$ cat src/rtl/puvvada_says_defs.sv
// Shared definitions for the button conditioning path.
//   db_state_t  : per-button debounce FSM states
//   BTN_*       : bit positions of each direction in the 4-bit button vectors
//   CODE_*      : 2-bit event codes presented to the game state machine
//   prio_code() : maps a pulse vector to the code of its highest-priority button
package puvvada_says_defs;

    typedef enum logic [1:0] {
        ST_IDLE         = 2'd0,
        ST_WAIT_PRESS   = 2'd1,
        ST_PRESSED      = 2'd2,
        ST_WAIT_RELEASE = 2'd3
    } db_state_t;

    localparam logic [1:0] BTN_U = 2'd3;
    localparam logic [1:0] BTN_R = 2'd2;
    localparam logic [1:0] BTN_D = 2'd1;
    localparam logic [1:0] BTN_L = 2'd0;

    localparam logic [1:0] CODE_U = 2'd0;
    localparam logic [1:0] CODE_R = 2'd1;
    localparam logic [1:0] CODE_D = 2'd2;
    localparam logic [1:0] CODE_L = 2'd3;

    // Priority U > R > D > L; caller guarantees at least one bit is set.
    function automatic logic [1:0] prio_code(input logic [3:0] pulses);
        if (pulses[BTN_U])      return CODE_U;
        else if (pulses[BTN_R]) return CODE_R;
        else if (pulses[BTN_D]) return CODE_D;
        else                    return CODE_L;
    endfunction

endpackage

$ cat src/rtl/btn_debounce.sv
// Single-button conditioner: 2-FF synchronizer, debounce FSM with a
// stability counter, registered press strobe and debounced level.
//   board_clk : system clock
//   Reset     : asynchronous, active-high
//   raw       : raw button input, asynchronous to board_clk
//   level     : debounced level (high while PRESSED / WAIT_RELEASE)
//   pulse     : one-cycle strobe per accepted press
module btn_debounce
    import puvvada_says_defs::*;
#(
    parameter int unsigned DEBOUNCE_CYCLES = 1000000,
    parameter int unsigned CNT_W           = 20
) (
    input  logic board_clk,
    input  logic Reset,
    input  logic raw,
    output logic level,
    output logic pulse
);

    localparam logic [CNT_W-1:0] CNT_LAST = CNT_W'(DEBOUNCE_CYCLES - 1);

    logic             meta;
    logic             s;
    db_state_t        state;
    db_state_t        state_next;
    logic [CNT_W-1:0] cnt;
    logic [CNT_W-1:0] cnt_next;
    logic             pulse_next;

    always_ff @(posedge board_clk or posedge Reset) begin
        if (Reset) begin
            meta  <= 1'b0;
            s     <= 1'b0;
            state <= ST_IDLE;
            cnt   <= '0;
            pulse <= 1'b0;
            level <= 1'b0;
        end else begin
            meta  <= raw;
            s     <= meta;
            state <= state_next;
            cnt   <= cnt_next;
            pulse <= pulse_next;
            // Level follows the current state, so it trails the FSM by one edge.
            level <= (state == ST_PRESSED) || (state == ST_WAIT_RELEASE);
        end
    end

    always_comb begin
        state_next = state;
        cnt_next   = cnt;
        pulse_next = 1'b0;
        case (state)
            ST_IDLE: begin
                if (s) begin
                    state_next = ST_WAIT_PRESS;
                    cnt_next   = '0;
                end
            end
            ST_WAIT_PRESS: begin
                if (!s) begin
                    state_next = ST_IDLE;
                end else if (cnt == CNT_LAST) begin
                    state_next = ST_PRESSED;
                    pulse_next = 1'b1;
                end else begin
                    cnt_next = cnt + CNT_W'(1);
                end
            end
            ST_PRESSED: begin
                if (!s) begin
                    state_next = ST_WAIT_RELEASE;
                    cnt_next   = '0;
                end
            end
            ST_WAIT_RELEASE: begin
                if (s) begin
                    state_next = ST_PRESSED;
                end else if (cnt == CNT_LAST) begin
                    state_next = ST_IDLE;
                end else begin
                    cnt_next = cnt + CNT_W'(1);
                end
            end
            default: state_next = ST_IDLE;
        endcase
    end

endmodule

$ cat src/rtl/btn_conditioner.sv
// Debounces the U/R/D/L buttons and latches one press event until the
// slow-clock consumer acknowledges it.
//   board_clk   : 100 MHz system clock
//   Reset       : asynchronous, active-high
//   btn_raw     : raw buttons {U,R,D,L} = [3:0]
//   evt_ack     : acknowledge level from the slow domain; rising edge consumes
//   btn_level   : debounced button levels
//   btn_pulse   : one-cycle strobe per accepted press
//   evt_valid   : an unconsumed event is held
//   evt_code    : held event code (U=0, R=1, D=2, L=3)
//   evt_overrun : sticky, a press arrived while an event was held
module btn_conditioner
    import puvvada_says_defs::*;
#(
    parameter int unsigned DEBOUNCE_CYCLES = 1000000,
    parameter int unsigned CNT_W           = 20
) (
    input  logic       board_clk,
    input  logic       Reset,
    input  logic [3:0] btn_raw,
    input  logic       evt_ack,
    output logic [3:0] btn_level,
    output logic [3:0] btn_pulse,
    output logic       evt_valid,
    output logic [1:0] evt_code,
    output logic       evt_overrun
);

    logic       ack_meta;
    logic       ack_s;
    logic       ack_s_d;
    logic       ack_rise;
    logic       valid_next;
    logic       overrun_next;
    logic [1:0] code_next;

    genvar i;
    generate
        for (i = 0; i < 4; i++) begin : g_btn
            btn_debounce #(
                .DEBOUNCE_CYCLES(DEBOUNCE_CYCLES),
                .CNT_W          (CNT_W)
            ) u_debounce (
                .board_clk(board_clk),
                .Reset    (Reset),
                .raw      (btn_raw[i]),
                .level    (btn_level[i]),
                .pulse    (btn_pulse[i])
            );
        end
    endgenerate

    always_ff @(posedge board_clk or posedge Reset) begin
        if (Reset) begin
            ack_meta    <= 1'b0;
            ack_s       <= 1'b0;
            ack_s_d     <= 1'b0;
            ack_rise    <= 1'b0;
            evt_valid   <= 1'b0;
            evt_code    <= '0;
            evt_overrun <= 1'b0;
        end else begin
            ack_meta    <= evt_ack;
            ack_s       <= ack_meta;
            ack_s_d     <= ack_s;
            // Registered edge so the latch sees it in step with the registered pulses.
            ack_rise    <= ack_s & ~ack_s_d;
            evt_valid   <= valid_next;
            evt_code    <= code_next;
            evt_overrun <= overrun_next;
        end
    end

    // Ack clears first, so a press coinciding with the ack is captured, not an overrun.
    always_comb begin
        valid_next   = evt_valid & ~ack_rise;
        overrun_next = evt_overrun & ~ack_rise;
        code_next    = evt_code;
        if (|btn_pulse) begin
            if (!valid_next) begin
                valid_next = 1'b1;
                code_next  = prio_code(btn_pulse);
            end else begin
                overrun_next = 1'b1;
            end
        end
    end

endmodule

$ cat config.mk
export PLATFORM = sky130hd
export DESIGN_NAME = btn_conditioner
export DESIGN_NICKNAME = d
export VERILOG_FILES = /design/src/rtl/puvvada_says_defs.sv /design/src/rtl/btn_debounce.sv /design/src/rtl/btn_conditioner.sv
export SDC_FILE = /design/constraint.sdc
export NUM_CORES = 1
export LEC_CHECK = 0
export ABC_CLOCK_PERIOD_IN_PS = 4400
export BUFFER_PORTS_ARGS = -buffer_cell sky130_fd_sc_hd__buf_2
export CAP_MARGIN = 5
export CORE_MARGIN = 2
export CORE_UTILIZATION = 54
export CTS_CLUSTER_SIZE = 20
export DETAILED_ROUTE_END_ITERATION = 8
export PLACE_DENSITY = 0.67
export SYNTH_ARGS = -nofsm -noshare
export SYNTH_HDL_FRONTEND = slang
export SYNTH_SLANG_ARGS = --single-unit
export TNS_END_PERCENT = 5
$ cat constraint.sdc
create_clock -name board_clk -period 4.4 [get_ports board_clk]
set_input_delay 0.88 -clock board_clk [delete_from_list [all_inputs] [get_ports board_clk]]
set_output_delay 0.88 -clock board_clk [all_outputs]
set_load 0.05 [all_outputs]
==> impl_results.md, run 1 <==
- Outcome: finished clean
- Hold path depth: 0
- Synth area leader: dfrtp_1
- Power Total: about 1.8 mW
- PD cells: 297 nW/um^2
- Final hold vios: 0
- CTS tree: yes
- Top cells by area, synth: dfrtp_1 (50%), a21oi_1 (3.6%), nand2_1 (3.4%)
- Combinational share of power: 5.9%
- Full die area: 11300 sq um
- Clock share of power: 32.6%
- Fmax achieved: just over 400 MHz
- Syn Std Cell Area: ~5600 sq um
- Core area: 10200 sq um
- Worst reg2reg endpoint: g_btn[0].u_debounce.cnt[19]
- Cell Int Power: about 1.3 mW
- # setup viols final: 0
- Final Slew Violations: 0
- Die Span X: 106 um
- Num CTS Buffers: 9
- Final ANT Viol Nets: 0
- Dpl hpwl: 7490 um
- IO Count: 19
- Nets: between 500 and 600
- Net Count, Synth: 581
- Design Area, Final: ~6000 sq um
- Area of placed instances: between 5000 and 6000 sq um
- Post-CTS setup buffers: 0
- VDD IR max: roughly 0.00024 V
- Largest net degree at the start of global routing: 62
- Post-Route WL: 10800 um
- Top-area cell type share of the netlist area: 49.8%
- Filler cell count: 911
- Sequential share of the synthesized area: 49.8%
- Tightest Pin Transition: 977 ps
- Max_cap viols: 0
- First-pass GRT wire length: 19000 um
- Vias per cell: 5.97
- Syn-to-layout area delta: 5.76%
- Cells after DPL: 698
- Clock sink count: 112
- Area of the multi-input gates: 2610 sq um
- Row count: 37
- Diode count: 0
- Sw Share: 26.2%
- Hold buffer count at CTS: 0
- Clk root buf: clkbuf_8
- GRT Total Usage: 20.9%
- FF+latch area: 2800 sq um
- Clock Tree Buf Depth: 2
- DR DRC count: 0
- Resized cells post-CTS: 0
- Via Count: 4260
- Mapped Avg Cell Area: 9.87 sq um
- Clock slew at reported path FFs: 110 ps
- Synth Instances: 570
- Worst-skew pair later-pin latency: ~390 ps
- Crit end category: register
- FF-to-FF setup slack: 1950 ps
- Reg2Reg Depth: 5
- Top FF cell, synth: dfrtp_1
- Final Non-Filler Cells: 714
- CP required: 4710 ps
- Min-delay src: g_btn[2].u_debounce.meta
- Hold Path Class: register to register
- Setup CP Type: register to register
- Initial Util: 55.0%
- Origin of the critical flop-to-flop path: g_btn[0].u_debounce.cnt[15]
- Vias in the first global route: 3963
- GPL Wtd Cong: 0.825
- Synth warnings: 0
- Share of cells above drive strength 1: 10.6%
- Grt ovf: 0
- Slew margin rel.: 34.9%
- Hold Path End: g_btn[2].u_debounce.s
- IO buf count: 18
- Arrival @ worst endpoint: 2760 ps
- Fin crit share: 55.6%
- Worst setup SP type: register
- Seq cells post-synth: 112
- Leakage power: 2.56 nW
- Post-synth EDFFs: 0
- WL per Instance: 15.1 um
- CP max FO: 19
- Min cycle time layout: 2450 ps
- Synth cell types: 59
- Iter 0 DRT Violations: 199
- Post-synth ARST share: 100%
- Post-route setup TNS: 0 ps
- Psw: 0.463 mW
- RSZ-0062 raised after global routing: no
- Worst Clk Skew: about 10 ps
- Flop pwr share: 61.5%
- Initial DRT Pass Iterations: 5
- H-tree levels: 3
- Die height: 106 um
- Initial antenna violation count: 0
## cell usage in the layout, fill, tap and decap left out, types with 6 or more instances in the layout
| master | instances |
|---|---|
| and2_1 | 9 |
| xnor2_1 | 15 |
| a22o_1 | 10 |
| o31ai_1 | 8 |
| dfrtp_1 | 112 |
| nor3_1 | 8 |
| or4_1 | 8 |
| mux2_2 | 7 |
| nand2b_1 | 11 |
| and4_1 | 7 |
| nand2_1 | 51 |
| nor2_1 | 35 |
| and3_1 | 19 |
| nand3_1 | 28 |
| o21ai_0 | 23 |
| a31oi_1 | 16 |
| buf_2 | 18 |
| a21oi_1 | 40 |
| a21o_1 | 6 |
| inv_1 | 14 |
| mux2i_1 | 7 |
| or3_1 | 11 |
| nand4_1 | 18 |
| clkbuf_8 | 9 |
| xor2_1 | 12 |
## synth_stat cells, types with 8 or more instances
cell type,number
or3_1,11
nand2b_1,11
a22o_1,10
and3_1,19
and2_1,9
nand4_1,18
nand3_1,28
nor3_1,8
dfrtp_1,112
nor2_1,35
xor2_1,12
clkbuf_1,21
nand2_1,51
o31ai_1,8
inv_1,15
a21oi_1,40
o21ai_0,23
a31oi_1,16
xnor2_1,15
buf_4,8
or4_1,8
## power by group through the flow
stage / Combinational (mW) / Sequential, mW / Clock (mW)
after detailed placement: 0.107 / 1.11 / 0
after floorplan: 0.0828 / 1.10 / 0
final: 0.105 / 1.09 / 0.576
after global placement: 0.102 / 1.10 / 0
after global routing: 0.120 / 1.09 / 0.642
after CTS: 0.107 / 1.09 / 0.600
## metal layers
metal / vias to the layer above / global-route usage [%] / share of wire, % / routed length, um
met4: 0 / 5.26 / 1.3 / 138
met3: 13 / 6.32 / 3.9 / 423
met5: - / 0 / 0 / 0
li1: 2092 / - / - / -
met2: 52 / 32.6 / 46 / 4980
met1: 2103 / 28.8 / 49 / 5250
## worst max-delay path: stages (launching register included)
cell     delay (ps)
dfrtp_1         410
or4b_1          550
or4b_1          620
o21ai_4         470
o31ai_1         160
a21oi_1         150
## through the flow
| step | setup WS, ps | hold WS (ps) | utilization, % |
|---|---|---|---|
| after global placement | 2050 | 336 | 56.4 |
| after detailed placement | 1960 | 346 | 56.4 |
| after floorplan | 561 | 331 | - |
| after CTS | 1950 | 371 | 58.2 |
| final | 1950 | 365 | 58.2 |
| after global routing | 1740 | 363 | 58.2 |
## cell type report
cell class	count	share of cell area [%]
flip-flops and latches	112	47.1
multi-input cells	411	43.9
clock buffers	9	2.08
inverters	16	1.05
clock inverters	7	0.925
repair buffers	23	2.14
well taps	136	2.86
## sequential cells by signal, summed over array words and instances (netlist names), 2 cells and up, named ones only
name / cells
g_btn.u_debounce.level: 4
evt_code: 2
g_btn.u_debounce.pulse: 4
g_btn.u_debounce.s: 4
g_btn.u_debounce.state: 4
g_btn.u_debounce.meta: 4
g_btn.u_debounce.cnt: 80
## worst max path at each step
stage                                   to  slack, ps                        start  cells past startpoint
3_3_place_gp    g_btn[0].u_debounce.cnt[8]       2050  g_btn[0].u_debounce.cnt[15]                      5
3_5_place_dp   g_btn[0].u_debounce.cnt[19]       1960  g_btn[0].u_debounce.cnt[15]                      5
2_1_floorplan                    async pin        560                        Reset                      1
5_1_grt        g_btn[2].u_debounce.cnt[16]       1740                     register                      5
6_report       g_btn[0].u_debounce.cnt[19]       1950  g_btn[0].u_debounce.cnt[15]                      5
4_1_cts        g_btn[0].u_debounce.cnt[19]       1950  g_btn[0].u_debounce.cnt[15]                      5
## logic make-up after synthesis
family | after synthesis | share of synthesized area, %
muxes | 14 | 2.65
and+or+nand+nor | 231 | 22.6
AOI/OAI and AO/OA | 135 | 16.0
xor gates and xnor gates | 27 | 4.20
DFF | 112 | 49.8
adders and majority gates | 4 | 0.889
buffers and inverters | 47 | 3.82
No activity file was read; power rests on OpenSTA's default activity.
==> run 2, diff against run 1 <==
--- a/config.mk
+++ b/config.mk
@@ -5,7 +5,8 @@
 export SDC_FILE = /design/constraint.sdc
 export NUM_CORES = 1
 export LEC_CHECK = 0
-export ABC_CLOCK_PERIOD_IN_PS = 4400
+export ABC_AREA = 1
+export ABC_CLOCK_PERIOD_IN_PS = 2350
 export BUFFER_PORTS_ARGS = -buffer_cell sky130_fd_sc_hd__buf_2
 export CAP_MARGIN = 5
 export CORE_MARGIN = 2
==> constraint.sdc (replaced) <==
create_clock -name board_clk -period 2.35 [get_ports board_clk]
set_input_delay 0.47 -clock board_clk [delete_from_list [all_inputs] [get_ports board_clk]]
set_output_delay 0.47 -clock board_clk [all_outputs]
set_load 0.05 [all_outputs]
==> run 2 against run 1 <==
Against the previous run:
- register-to-register slack worse by 1600 ps
- synthesized cell count up 58%
- via count up 31%
- worst setup slack worse by 1600 ps
- routed wire length up 28%
- global-route usage up 2.3 points
- final area up 16%
- critical path depth up 4
- clock skew down 4.2 ps
- critical endpoint is now g_btn[0].u_debounce.cnt[10]
- highest routed layer unchanged
==> impl_results.md, run 2 <==
- Most frequent cells in the layout: nand2_1 (279), nor2_1 (121), dfrtp_1 (112), nand3_1 (88), inv_1 (83)
- Post-synth ARST share: 100%
- Top-area cell type share of the netlist area: 43.2%
- Die height: 114 um
- RSZ-0062 raised after global routing: no
- Arrival @ worst endpoint: 2240 ps
- Post-Route WL: 13800 um
- Clk root buf: clkbuf_16
- Vias in the first global route: 5303
- H-tree levels: 3
- Num CTS Buffers: 9
- Vias per cell: 5.26
- First-pass GRT wire length: 24200 um
- Synth Instances: 903
- Initial DRT Pass Iterations: 6
- Initial antenna violation count: 0
- Post-CTS setup buffers: 0
- Most frequent cells after synthesis: nand2_1 (279), nor2_1 (121), dfrtp_1 (112)
- Top cells by area, synth: dfrtp_1 (43%), nand2_1 (16%), nor2_1 (7.0%)
- Share of cells above drive strength 1: about a tenth
- Commonest non-fill, non-tap cell in the layout: nand2_1
- Cells after DPL: 1046
- Min cycle time layout: 2010 ps
- Final hold vios: 0
- Slew margin rel.: about three fifths
- Worst-skew pair later-pin latency: roughly 350 ps
- Grt ovf: 0
- CP delay by family, top: simple AND/OR/NAND/NOR gates
- IO buf count: 18
- IO Count: 19
- Core area: around 12000 sq um
- Final ANT Viol Nets: 0
- Outcome: finished clean
- Final Slew Violations: 0
- Full die area: 12900 sq um
- Net Count, Synth: 914
- Crit end category: register
- GPL Wtd Cong: 0.934
- Final Non-Filler Cells: roughly 1.1k
- GRT Total Usage: 23.2%
- Filler cell count: 1099
- Max reg flops: 80
- Worst setup SP type: register
- Hold Path Class: input port to register
- Initial Util: between 50% and 60%
- Slowest-stage cell, CP: dfrtp_1
- Fin crit share: 85.5%
- Layout Utilization: between 50% and 60%
- Worst Clk Skew: 5.76 ps
- DR DRC count: 0
- CP required: 2580 ps
- Most flop-heavy register: g_btn.u_debounce.cnt
- CTS tree: yes
- Row count: 40
- Synth cell types: 33
- Crit-path cells: ha_1 > nand2_1 > inv_1 > nand2_1 > nor2_1 > nand3_1 > nand2_2 > buf_4 > o21ai_0
- Leakage power: 2.99 nW
- Clock Tree Buf Depth: 2
- Peak per-stage delay on the critical path: 410 ps
- Clock sink count: around 110
- Via Count: 5583
- PD cells: 546 nW/um^2
- Setup CP Type: register to register
- Diode count: 0
- Post-synth EDFFs: 0
- Nets: a little over 900
- Syn Std Cell Area: 6490 sq um
- Most used cell, CP: nand2_1
- Sequential share of the synthesized area: between 40 and 50%
- Resized cells post-CTS: 0
- Clock slew at reported path FFs: 70 ps
- Synth warnings: 0
- WL per Instance: ~13 um
- Die Span X: 114 um
- Mapped Avg Cell Area: 7.18 sq um
- CP max FO: 19
- Synth area leader: dfrtp_1
- Top FF cell, synth: dfrtp_1
- Iter 0 DRT Violations: 428
- # setup viols final: 0
- Largest net degree at the start of global routing: between 100 and 150
- Fmax achieved: 498 MHz
- Most frequent cell after synthesis: nand2_1
- Syn-to-layout area delta: 6.89%
- Hold buffer count at CTS: 0
- Dpl hpwl: 10100 um
- Tightest Pin Transition: ~570 ps
- Crit path buffers/inverters: 2
- Max_cap viols: 0
- VDD IR max: 0.000783 V
- Post-route setup TNS: 0 ps
- Seq cells post-synth: roughly 110
[run 2: cell types whose count changed in the layout (fill, tap and decap cells not counted), moves of 28 or more]
cell and delta:
inv_1 +69, o21ai_1 +28, nand2_1 +228, nand3_1 +60, nor2_1 +86, a21oi_1 -35
[run 2: kinds of logic (layout without fill, tap and decap cells)]
logic type / Yosys count / after routing / synth area share (%)
buffers and inverters: 119 / 130 / 8.12
AOI/OAI and AO/OA: 96 / 96 / 8.56
and+or+nand+nor: 550 / 550 / 36.4
DFF: 112 / 112 / 43.2
xor gates and xnor gates: 22 / 22 / 2.97
adders and majority gates: 4 / 4 / 0.772
[run 2: through the flow]
stage	area [sq um]	total power, mW	worst slack [ps]	hold slack [ps]
2_1_floorplan	6490	2.28	523	331
3_3_place_gp	6650	2.35	431	332
3_5_place_dp	6650	2.36	352	336
4_1_cts	6930	3.83	341	209
5_1_grt	6930	3.96	97.1	200
6_report	6930	3.79	342	222
[run 2: final cells by class]
class / count / area (sq um) / share of cell area (%)
clock inverters: 5 / 41.3 / 0.596
multi-input cells: 672 / 3160 / 45.5
repair buffers: 25 / 168 / 2.42
well taps: 147 / 184 / 2.65
inverters: 90 / 342 / 4.93
clock buffers: 10 / 239 / 3.45
flip-flops and latches: 112 / 2800 / 40.4
[run 2: worst paths after layout]
path,start,end,slack [ps],depth (start not counted)
max,g_btn[0].u_debounce.cnt[0],g_btn[0].u_debounce.cnt[10],340,9
min reg2reg,g_btn[1].u_debounce.meta,g_btn[1].u_debounce.s,350,0
max reg2reg,g_btn[0].u_debounce.cnt[0],g_btn[0].u_debounce.cnt[10],340,9
min in group asynchronous,Reset,g_btn[3].u_debounce.cnt[17],270,3
max in group asynchronous,Reset,g_btn[0].u_debounce.cnt[11],1650,3
min,btn_raw[2],g_btn[2].u_debounce.meta,220,1
[run 2: routing by layer]
layer	global-route usage, %	part of all wire, %	vias up
li1	-	-	2886
met1	31.5	48	2583
met2	38.2	47	100
met3	4.94	4.0	14
met4	6.02	0.92	0
met5	0	0	-
[run 2: report_power, final]
group | switching (mW) | total [mW] | internal [mW] | leakage [nW]
combinational | 0.180 | 0.257 | 0.0774 | 1.33
clock | 0.721 | 1.47 | 0.753 | 0.132
sequential | 0.0737 | 2.06 | 1.98 | 1.52
total | 0.974 | 3.79 | 2.81 | 2.99
==> run 3, diff against run 2 <==
--- a/config.mk
+++ b/config.mk
@@ -16,5 +16,6 @@
 export PLACE_DENSITY = 0.67
 export SYNTH_ARGS = -nofsm -noshare
 export SYNTH_HDL_FRONTEND = slang
+export SYNTH_HIERARCHICAL = 1
 export SYNTH_SLANG_ARGS = --single-unit
 export TNS_END_PERCENT = 5
==> run 3 against run 2 <==
Against the previous run:
- worst setup slack better by 210 ps
- combinational power is 33% lower
- via count is 9.2% lower
- largest power group unchanged
- die area is 3.1% lower
- sequential share of layout area is 1.1 points higher
- non-clock buffer count is 3 lower
- clock skew is 0.77 ps higher
- register-to-register slack better by 210 ps
- synthesized cell count is 10% lower
- critical endpoint is now g_btn[2].u_debounce/cnt[14]
- largest cell class unchanged
- final area is 2.6% lower
- utilization is 0.93 points higher
==> impl_results.md, run 3 <==
- Max reg flops: 80
- Cell Int Power: 2.90 mW
- Filler cell count: 1026
- Top FF cell, synth: dfrtp_1
- Post-CTS setup buffers: 0
- FF+latch area: 2800 sq um
- Worst-skew pair later-pin latency: 360 ps
- Die height: ~110 um
- Largest family of logic cells by synthesized area: simple AND/OR/NAND/NOR gates
- First-pass GRT wire length: 22000 um
- Worst Clk Skew: 6.53 ps
- Syn-to-layout area delta: 7.53%
- Tightest Pin Transition: around 330 ps
- CP required: 2610 ps
- Hold Path Class: input port to async pin
- Crit-path cells: ha_1 > nand3_1 > nor2_1 > nand3_2 > nand2_4 > inv_1 > nand2_1 > nand2_1
- Adder-Cell Fraction of Synth Area: less than 1%
- IO Count: 19
- Power Total: approximately 3.8 mW
- # setup viols final: 0
- CP delay by family, top: simple AND/OR/NAND/NOR gates
- RSZ-0062 raised after global routing: no
- Fmax achieved: 555 MHz
- WL per Instance: ~13 um
- Slowest-stage cell, CP: dfrtp_1
- Nets: 840
- Most frequent cells in the layout: nand2_1 (260), dfrtp_1 (112), nor2_1 (89), nand3_1 (77), inv_1 (69)
- Full die area: 12500 sq um
- Post-synth ARST share: 100%
- Commonest non-fill, non-tap cell in the layout: nand2_1
- Min cycle time layout: 1800 ps
- Max_cap viols: 0
- CTS tree: yes
- Slew margin rel.: 77.7%
- Sequential share of the synthesized area: between 40% and 50%
- Outcome: finished clean
- Largest net degree at the start of global routing: 27
- Diode count: 0
- Post-Route WL: 12600 um
- Iter 0 DRT Violations: ~290
- PD cells: 557 nW/um^2
- Post-synthesis mux area share: 0%
- Dpl hpwl: 9110 um
- Layout Utilization: 59.4%
- Leakage power: roughly 3.2 nW
- Final hold vios: 0
- Post-Synth XOR/XNOR Area: about 4.5%
- Vias per cell: 5.19
- Synth Instances: 809
- Synth cell types: 27
- Top cells by area, synth: dfrtp_1 (45%), nand2_1 (16%), nand3_1 (6.1%)
- CP max FO: 26
- Origin of the critical flop-to-flop path: g_btn[2].u_debounce/cnt[0]
- Resized cells post-CTS: 0
- Post-synthesis simple-gate area fraction: 36.7%
- Crit. Startpoint: g_btn[2].u_debounce/cnt[0]
- H-tree levels: 3
- Initial DRT Pass Iterations: 5
- Vias in the first global route: ~4.9k
- Clock share of power: between 40% and 50%
- Final ANT Viol Nets: 0
- Synth warnings: 6
- Most frequent cell after synthesis: nand2_1
- Compound-Gate Fraction of Synth Area: 7.07%
- Initial antenna violation count: 0
- Flop pwr share: 53.2%
- Die Span X: 112 um
- Row count: 39
- GRT Total Usage: 21.7%
- Syn Std Cell Area: 6280 sq um
- Top-area cell type share of the netlist area: 44.6%
- Final Slew Violations: 0
- Area of the multi-input gates: 3080 sq um
- Clock sink count: 112
- IO buf count: 18
- Combinational share of power: 4.5%
- Most frequent cells after synthesis: nand2_1 (260), dfrtp_1 (112), nor2_1 (89)
- Setup CP Type: register to register
- Post-route setup TNS: 0 ps
- Clock Tree Buf Depth: 2
- VDD IR max: ~0.00058 V
- Via Count: around 5.1k
- Clock slew at reported path FFs: 70 ps
- Psw: just under 0.9 mW
- Mapped Avg Cell Area: between 7 and 8 sq um
- Crit path buffers/inverters: 1
- GPL Wtd Cong: 0.876
- Peak per-stage delay on the critical path: 410 ps
- Crit end category: register
- Core area: 11400 sq um
- DR DRC count: 0
- Net Count, Synth: 820
- Sw Share: 23.0%
- Grt ovf: 0
- Initial Util: 55.2%
- Clk root buf: clkbuf_16
- Num CTS Buffers: 9
- Worst setup margin: ~550 ps
- Synth area leader: dfrtp_1
- Seq cells post-synth: 112
- Share of cells above drive strength 1: 14.7%
- Hold Slack: 98.4 ps
- Worst setup SP type: register
- Arrival @ worst endpoint: between 2000 and 2500 ps
- Setup slack at placement: just over 600 ps
- Most used cell, CP: nand2_1
- Post-synth EDFFs: 0
- Fin crit share: around 77%
- Hold buffer count at CTS: 0
- Most flop-heavy register: g_btn.u_debounce/cnt
## run 3: cell types whose count changed after synthesis, moves of 11 or more
cell / previous run / this run
buf_4: 14 / 0
inv_1: 84 / 69
nand2_1: 279 / 260
nand3_1: 88 / 77
nor2_1: 121 / 89
o21ai_1: 28 / 12
o21ai_2: 10 / 21
## run 3: per-stage QoR
| step | cells | instance area (sq um) |
|---|---|---|
| finish | 977 | 6750 |
| global route | 977 | 6750 |
| CTS | 977 | 6750 |
| detailed placement | 961 | 6440 |
| global placement | 961 | 6440 |
| floorplan | 809 | 6280 |
## run 3: path summary, 6_finish.rpt
path | to | slack, ps | cells past startpoint
max | g_btn[2].u_debounce/cnt[14] | 550 | 8
min | ack_rise | 100 | 2
max reg2reg | g_btn[2].u_debounce/cnt[14] | 550 | 8
min reg2reg | g_btn[1].u_debounce/s | 350 | 0
max in group asynchronous | g_btn[2].u_debounce/cnt[4] | 1890 | 3
min in group board_clk | g_btn[1].u_debounce/meta | 210 | 1
## run 3: cells by family after synthesis
group / after synthesis
flops: 112
simple gates: 509
xor+xnor: 32
fa+ha+maj: 4
buf+inv: 83
compound gates: 69
## run 3: power groups by stage
stage / clock network [mW] / registers (mW) / logic (mW)
after CTS: 1.64 / 2.00 / 0.177
after global routing: 1.71 / 2.01 / 0.204
final: 1.59 / 2.00 / 0.171
after floorplan: 0 / 2.03 / 0.150
after global placement: 0 / 2.04 / 0.171
after detailed placement: 0 / 2.04 / 0.176
## run 3: layout make-up
| type | count | share of cell area [%] |
|---|---|---|
| Multi-Input combinational cell | 614 | 45.6 |
| Sequential cell | 112 | 41.5 |
| Inverter | 70 | 3.89 |
| Clock buffer | 11 | 3.74 |
| Tap cell | 143 | 2.65 |
| Timing Repair Buffer | 22 | 1.78 |
| Clock inverter | 5 | 0.797 |
## run 3: worst reg2reg max path, stage by stage (launching register included)
cell and delay (ps):
dfrtp_1 410, ha_1 210, nand3_1 200, nor2_1 200, nand3_2 130, nand2_4 270, inv_1 140, nand2_1 80
nand2_1 50
## run 3: routing by layer
| layer | vias to the layer above | routed length, um | global-route usage, % |
|---|---|---|---|
| li1 | 2611 | - | - |
| met1 | 2366 | 6050 | 27.5 |
| met2 | 81 | 6020 | 36.7 |
| met3 | 14 | 413 | 5.50 |
| met4 | 0 | 171 | 6.58 |
| met5 | - | 0 | 0 |
